File: src/rtl/mem_access.sv
// mem_access: pipeline stage between execute and writeback.
//   - Registers ALU / compare results into a one-cycle writeback bundle.
//   - Runs loads and stores on the data memory over a req/ack handshake and
//     holds the upstream stage (stall) while an access is outstanding.
//   - Aborts an access after TIMEOUT cycles without ack and raises the
//     sticky mem_err flag.
// Ports:
//   clk, rst_n            clock (rising edge), async active-low reset
//   ex_*                  execute bundle (valid, result, flags, rd, address, op kind)
//   stall                 upstream hold, decoded from the state register
//   dmem_*                data memory request/response handshake
//   wb_*                  registered writeback bundle (register file and CPSR)
//   mem_err               sticky timeout flag
module mem_access #(
    parameter int unsigned ADDR_WIDTH = 22,
    parameter int unsigned TIMEOUT    = 16,
    parameter int unsigned CNT_WIDTH  = 5
) (
    input  logic                  clk,
    input  logic                  rst_n,
    input  logic                  ex_valid,
    input  logic [31:0]           ex_result,
    input  logic [31:0]           ex_cpsr,
    input  logic [3:0]            ex_rd_num,
    input  logic [31:0]           ex_rd_val,
    input  logic [31:0]           ex_mem,
    input  logic                  ex_is_alu_op,
    input  logic                  ex_is_cmp_op,
    input  logic                  ex_is_ld_op,
    input  logic                  ex_is_str_op,
    output logic                  stall,
    output logic                  dmem_req,
    output logic                  dmem_we,
    output logic [ADDR_WIDTH-1:0] dmem_addr,
    output logic [31:0]           dmem_wdata,
    input  logic [31:0]           dmem_rdata,
    input  logic                  dmem_ack,
    output logic                  wb_valid,
    output logic                  wb_reg_we,
    output logic [3:0]            wb_rd_num,
    output logic [31:0]           wb_data,
    output logic                  wb_cpsr_we,
    output logic [31:0]           wb_cpsr,
    output logic                  mem_err
);

    typedef enum logic {
        S_IDLE,
        S_WAIT
    } state_t;

    localparam logic [CNT_WIDTH-1:0] CNT_LAST = CNT_WIDTH'(TIMEOUT - 1);

    state_t                state_q, state_d;
    logic [CNT_WIDTH-1:0]  cnt_q, cnt_d;
    logic                  is_ld_q, is_ld_d;
    logic [3:0]            rd_q, rd_d;
    logic                  dmem_req_q, dmem_req_d;
    logic                  dmem_we_q, dmem_we_d;
    logic [ADDR_WIDTH-1:0] dmem_addr_q, dmem_addr_d;
    logic [31:0]           dmem_wdata_q, dmem_wdata_d;
    logic                  wb_valid_q, wb_valid_d;
    logic                  wb_reg_we_q, wb_reg_we_d;
    logic [3:0]            wb_rd_num_q, wb_rd_num_d;
    logic [31:0]           wb_data_q, wb_data_d;
    logic                  wb_cpsr_we_q, wb_cpsr_we_d;
    logic [31:0]           wb_cpsr_q, wb_cpsr_d;
    logic                  mem_err_q, mem_err_d;

    logic                  mem_op;
    logic                  timeout_hit;

    // Upper address bits and upper CPSR bits are intentionally dropped.
    logic                  unused_bits;
    assign unused_bits = ^{ex_mem[31:ADDR_WIDTH], ex_cpsr[31:4]};

    assign mem_op      = ex_is_ld_op | ex_is_str_op;
    // An ack on the last counted cycle takes priority over the abort.
    assign timeout_hit = (cnt_q == CNT_LAST) && !dmem_ack;

    // ------------------------------------------------------------------
    // State register
    // ------------------------------------------------------------------
    always_ff @(posedge clk or negedge rst_n) begin
        if (!rst_n) begin
            state_q <= S_IDLE;
        end else begin
            state_q <= state_d;
        end
    end

    // ------------------------------------------------------------------
    // Next-state logic
    // ------------------------------------------------------------------
    always_comb begin
        state_d = state_q;
        unique case (state_q)
            S_IDLE: begin
                if (ex_valid && mem_op) begin
                    state_d = S_WAIT;
                end
            end
            S_WAIT: begin
                if (dmem_ack || timeout_hit) begin
                    state_d = S_IDLE;
                end
            end
            default: state_d = S_IDLE;
        endcase
    end

    // ------------------------------------------------------------------
    // Output / datapath logic
    // ------------------------------------------------------------------
    always_comb begin
        cnt_d        = cnt_q;
        is_ld_d      = is_ld_q;
        rd_d         = rd_q;
        dmem_req_d   = dmem_req_q;
        dmem_we_d    = dmem_we_q;
        dmem_addr_d  = dmem_addr_q;
        dmem_wdata_d = dmem_wdata_q;
        wb_valid_d   = 1'b0;
        wb_reg_we_d  = 1'b0;
        wb_cpsr_we_d = 1'b0;
        wb_rd_num_d  = wb_rd_num_q;
        wb_data_d    = wb_data_q;
        wb_cpsr_d    = wb_cpsr_q;
        mem_err_d    = mem_err_q;

        unique case (state_q)
            S_IDLE: begin
                if (ex_valid) begin
                    if (mem_op) begin
                        // Load wins when both ld and str are flagged.
                        cnt_d        = '0;
                        is_ld_d      = ex_is_ld_op;
                        rd_d         = ex_rd_num;
                        dmem_req_d   = 1'b1;
                        dmem_we_d    = ex_is_str_op & ~ex_is_ld_op;
                        dmem_addr_d  = ex_mem[ADDR_WIDTH-1:0];
                        dmem_wdata_d = ex_rd_val;
                    end else begin
                        wb_valid_d   = 1'b1;
                        wb_reg_we_d  = ex_is_alu_op;
                        wb_cpsr_we_d = ex_is_cmp_op;
                        wb_rd_num_d  = ex_rd_num;
                        wb_data_d    = ex_result;
                        wb_cpsr_d    = {28'd0, ex_cpsr[3:0]};
                    end
                end
            end
            S_WAIT: begin
                if (dmem_ack) begin
                    dmem_req_d  = 1'b0;
                    wb_valid_d  = 1'b1;
                    wb_reg_we_d = is_ld_q;
                    wb_rd_num_d = rd_q;
                    if (is_ld_q) begin
                        wb_data_d = dmem_rdata;
                    end
                end else if (timeout_hit) begin
                    dmem_req_d = 1'b0;
                    wb_valid_d = 1'b1;
                    mem_err_d  = 1'b1;
                end else begin
                    cnt_d = cnt_q + 1'b1;
                end
            end
            default: ;
        endcase
    end

    always_ff @(posedge clk or negedge rst_n) begin
        if (!rst_n) begin
            cnt_q        <= '0;
            is_ld_q      <= 1'b0;
            rd_q         <= '0;
            dmem_req_q   <= 1'b0;
            dmem_we_q    <= 1'b0;
            dmem_addr_q  <= '0;
            dmem_wdata_q <= '0;
            wb_valid_q   <= 1'b0;
            wb_reg_we_q  <= 1'b0;
            wb_rd_num_q  <= '0;
            wb_data_q    <= '0;
            wb_cpsr_we_q <= 1'b0;
            wb_cpsr_q    <= '0;
            mem_err_q    <= 1'b0;
        end else begin
            cnt_q        <= cnt_d;
            is_ld_q      <= is_ld_d;
            rd_q         <= rd_d;
            dmem_req_q   <= dmem_req_d;
            dmem_we_q    <= dmem_we_d;
            dmem_addr_q  <= dmem_addr_d;
            dmem_wdata_q <= dmem_wdata_d;
            wb_valid_q   <= wb_valid_d;
            wb_reg_we_q  <= wb_reg_we_d;
            wb_rd_num_q  <= wb_rd_num_d;
            wb_data_q    <= wb_data_d;
            wb_cpsr_we_q <= wb_cpsr_we_d;
            wb_cpsr_q    <= wb_cpsr_d;
            mem_err_q    <= mem_err_d;
        end
    end

    assign stall      = (state_q == S_WAIT);
    assign dmem_req   = dmem_req_q;
    assign dmem_we    = dmem_we_q;
    assign dmem_addr  = dmem_addr_q;
    assign dmem_wdata = dmem_wdata_q;
    assign wb_valid   = wb_valid_q;
    assign wb_reg_we  = wb_reg_we_q;
    assign wb_rd_num  = wb_rd_num_q;
    assign wb_data    = wb_data_q;
    assign wb_cpsr_we = wb_cpsr_we_q;
    assign wb_cpsr    = wb_cpsr_q;
    assign mem_err    = mem_err_q;

endmodule

File: config.mk
export PLATFORM = sky130hd
export DESIGN_NAME = mem_access
export DESIGN_NICKNAME = d
export VERILOG_FILES = /design/src/rtl/mem_access.sv
export SDC_FILE = /design/constraint.sdc
export NUM_CORES = 1
export LEC_CHECK = 0
export CORE_MARGIN = 2
export CORE_UTILIZATION = 37
export CTS_CLUSTER_DIAMETER = 60
export DETAILED_ROUTE_END_ITERATION = 8
export PLACE_DENSITY = 0.77
export SLEW_MARGIN = 40
export SYNTH_ARGS = -nofsm -noshare
export SYNTH_HDL_FRONTEND = slang
export SYNTH_SLANG_ARGS = --single-unit
File: constraint.sdc
create_clock -name clk -period 2.15 [get_ports clk]
set_input_delay 0.3225 -clock clk [delete_from_list [all_inputs] [get_ports clk]]
set_output_delay 0.3225 -clock clk [all_outputs]
set_load 0.02 [all_outputs]
==> results.md <==
Routing:
- In the detailed route, the total length drawn on met2 is roughly 6000 µm.
- The number of iterations in the first detailed-routing pass is 4.
- Dividing the detail-routed wire length by the instance count gives 16.0 µm.
- The count of nets left with antenna violations once routing finished came out at 0.
- The DRC marker count from the first detailed-route iteration is 83.
- After detailed routing, the number of remaining DRC violations is 0.
- The routed metal-1 wire length is 4570 µm.
- The top routing layer in use is met4.
- The total number of vias is ~3400.
- For this block, the routed nets add up to 12000 µm of wire.
- The vias per cell is 4.58.
- The routed length on met3 is 1160 µm.

Timing:
- At the pin with the least slew margin, the transition time is 561 ps.
- For the finished layout, the period the worst path requires is 2000 ps.
- The count of final hold-check violations is 0.
- Setup repair after global routing left no endpoint under its margin.
- On the final layout, the worst clock skew is 4.00 ps.
- The final critical-path share of the clock period is 93.2%.
- In this run the tightest slew margin relative to its limit is 62.6%.
- The final number of setup-violating endpoints is 0.
- The number of max-slew violations in the final report is 0.
- The highest clock rate is 0.499 GHz.
- The total negative setup slack is 0 ps.

Flow run:
- The total of max-cap violations is 0.

Yosys:
- The per-instance average area after synthesis is 14.6 µm².
- After synthesis, the cell types taking the most area are sky130_fd_sc_hd__dfrtp_1 (57%), sky130_fd_sc_hd__mux2_2 (22%), sky130_fd_sc_hd__mux2_1 (6.9%).
- The proportion of register bits with asynchronous set or reset after synthesis is 100%.
- The number of synthesis warnings is 0.
- Counting distinct cell types in the post-synthesis netlist gives 34.
- The dominant synthesized flop cell is sky130_fd_sc_hd__dfrtp_1.
- The synthesized design contains between 100 and 150 register bits.
- The number of standard cells after synthesis is approximately 330.
- The share of Yosys cell area claimed by the top area cell type is 56.9%.
- The post-synthesis cell type with the largest combined area is sky130_fd_sc_hd__dfrtp_1.
- Summing the sequential cell areas from Yosys gives 56.9% of the chip area.
- The number of enable-type register cells in the synthesized netlist is 0.
- The mapped netlist covers 0.00488 mm².

Floorplan:
- The area of the core is roughly 0.013 mm².
- The die height is 119 µm.
- The starting density of the core is 38.2%.
- The die width is about 120 µm.
- Pin placement for this block handled 301 I/O pins.
- The die covers around 0.014 mm².
- The row count is slightly above 40.

Critical path:
- The path depth of the worst reg2reg path is 7.
- The critical path data arrival time is 2270 ps.
- The highest fanout seen on the critical path is 5.
- The critical path class is flop to flop.
- The element type at the critical path end is a flop.
- The startpoint identified for the worst register-to-register timing path is cnt_q[1]$_DFFE_PN0P_.
- At the worst endpoint, the required time is 2410 ps.
- The critical path launch point type is a flop.
- In this run the critical register-to-register path is captured at cnt_q[3]$_DFFE_PN0P_.
- In this run the register-to-register setup slack is about 150 ps.

Min path:
- For hold timing, the worst endpoint is mem_err$_DFFE_PN0P_.
- The depth of the worst hold-timing path is 1.
- The tightest min-delay check is of the flop to flop type.
- The beginning of the worst hold path is mem_err$_DFFE_PN0P_.

Global routing:
- The number of global-route vias before repair is 3765.
- The global routing usage summed across all routing layers is 17.4%.
- The initial antenna violation count is 0.
- The first global-routing pass estimated just under 20000 µm of wire.
- For this run the aggregate overflow at the end of global routing stands at 0.
- Entering global routing, the biggest net connects 59 pins.

Final layout:
- The top cell types in the final layout, fill and taps aside, are sky130_fd_sc_hd__clkdlybuf4s50_1 (233), sky130_fd_sc_hd__dfrtp_1 (110), sky130_fd_sc_hd__mux2_2 (96).
- After filler insertion, the fill cell instance count of the layout stands at 1032.
- The count of placed standard cells in the final layout, fillers left out is 748.
- The area growth from synthesis to layout is 56.7%.
- The final net count is 747.
- The count of inserted antenna diode cells is 0.
- The fraction of layout cells with a size suffix above 1 is 22.0%.
- The most frequent standard cell in the layout excluding fill and tap cells is sky130_fd_sc_hd__clkdlybuf4s50_1.

Power:
- The completed layout was analyzed and its total power is 8160 µW.
- The cell leakage power is 0.00314 µW.
- VDD sags by at most about 0.46 mV.
- In this run the power density over the cells is 1070 mW/mm².

Clock network:
- For the worst-skew pair, the clock arrives at the later sink with an insertion delay of approximately 340 ps.
- The CTS root buffer is sky130_fd_sc_hd__clkbuf_16.
- Counting the buffers created by CTS gives 9.
- The total number of H-tree levels is 3.
- The clock tree from TritonCTS is done.
- Clock tree synthesis found a total of 111 sinks.
- Clock-pin slew was measured on the worst setup and hold paths at 70 ps.
- The worst-case clock buffer depth is 2.

Placed design:
- After detailed placement, the design holds a cell count of around 730.
- The number of port buffers is 234.
- The final estimated routing congestion in global placement is about 0.74.
- The final HPWL from detailed placement is about 9000 µm.

Run status:
- The flow ran to the end, and the final reports show no timing, DRC or antenna violations.
-- repair_timing --
| action | in CTS | in global routing |
|---|---|---|
| resized for setup | 0 | 2 |
| buffers inserted | 0 | 1 |
| endpoints found under the setup margin | 0 | 2 |
| hold endpoints to repair | 40 | 0 |
| hold buffers | 1 | 0 |
-- cell families (layout without fill, tap and decap cells) --
kind of cell             count (synthesis)  count (layout)  synth area share (%)
other                                    1              28                0.0768
AND/OR/NAND/NOR                         15              15                  2.18
AO/OA/AOI/OAI                           22              22                  3.26
multiplexers                           131             131                  30.1
adder cells (fa/ha/maj)                  2               2                 0.513
buffers and inverters                   52             267                  6.97
flip-flops                             111             111                  56.9
-- per-layer routing --
layer  vias to the layer above  track usage, %
met5                         -               0
met4                         0            6.18
met3                        15            6.51
met2                       170            31.2
met1                      1646            18.8
li1                       1596               -
-- worst max-delay path, cell delays in order (launching register included) --
cell                       delay, ps
sky130_fd_sc_hd__dfrtp_1         400
sky130_fd_sc_hd__ha_1            210
sky130_fd_sc_hd__inv_1            80
sky130_fd_sc_hd__nor3_1           50
sky130_fd_sc_hd__ha_2            190
sky130_fd_sc_hd__or3b_4          430
sky130_fd_sc_hd__or4_1           470
sky130_fd_sc_hd__o211ai_1         90
-- layout make-up --
cell class,instances,area (µm²),share of cell area [%]
clock buffer,11,243,3.17
multi-input combinational,198,1870,24.5
inverter,8,30.0,0.393
timing repair buffer,245,2460,32.2
clock inverter,3,43.8,0.573
sequential,111,2780,36.3
tap,172,215,2.81
-- worst max path at each step --
stage	start	to	slack (ps)	cells after the start
3_3_place_gp	cnt_q[0]$_DFFE_PN0P_	cnt_q[3]$_DFFE_PN0P_	120	7
3_5_place_dp	cnt_q[0]$_DFFE_PN0P_	cnt_q[3]$_DFFE_PN0P_	50	7
2_1_floorplan	cnt_q[0]$_DFFE_PN0P_	cnt_q[3]$_DFFE_PN0P_	200	7
5_1_grt	cnt_q[1]$_DFFE_PN0P_	cnt_q[3]$_DFFE_PN0P_	30	7
4_1_cts	cnt_q[0]$_DFFE_PN0P_	cnt_q[3]$_DFFE_PN0P_	50	7
6_report	cnt_q[1]$_DFFE_PN0P_	cnt_q[3]$_DFFE_PN0P_	150	7
-- sequential cells by signal, indices dropped and copies added, names as in the netlist, 4 cells and up --
| register | cells |
|---|---|
| cnt_q | 5 |
| dmem_addr | 22 |
| dmem_wdata | 32 |
| rd_q | 4 |
| wb_cpsr | 4 |
| wb_data | 32 |
| wb_rd_num | 4 |
-- cells in the mapped netlist, drive strengths merged, types with 3 or more instances --
| library cell | n |
|---|---|
| a21oi | 7 |
| buf | 41 |
| clkbuf | 3 |
| dfrtp | 111 |
| inv | 8 |
| mux2 | 126 |
| mux2i | 5 |
| o22ai | 3 |
| o32ai | 4 |
-- power by group --
group,internal [µW],leakage (µW),total [µW],switching (µW)
Clock,926,0.000142,1640,716
Combinational,1840,0.00168,3410,1570
Sequential,2750,0.00132,3120,362
-- stage by stage --
step	worst slack [ps]	hold slack (ps)	cell area, µm²	utilization, %
after detailed placement	50.8	353	7340	57.4
after global placement	121	343	7340	57.4
after CTS	46.9	471	7630	59.8
final	145	466	7650	59.9
after floorplan	203	26.9	4980	-
after global routing	33.7	494	7650	59.9
Note: power is estimated with default switching activity, not from simulation.
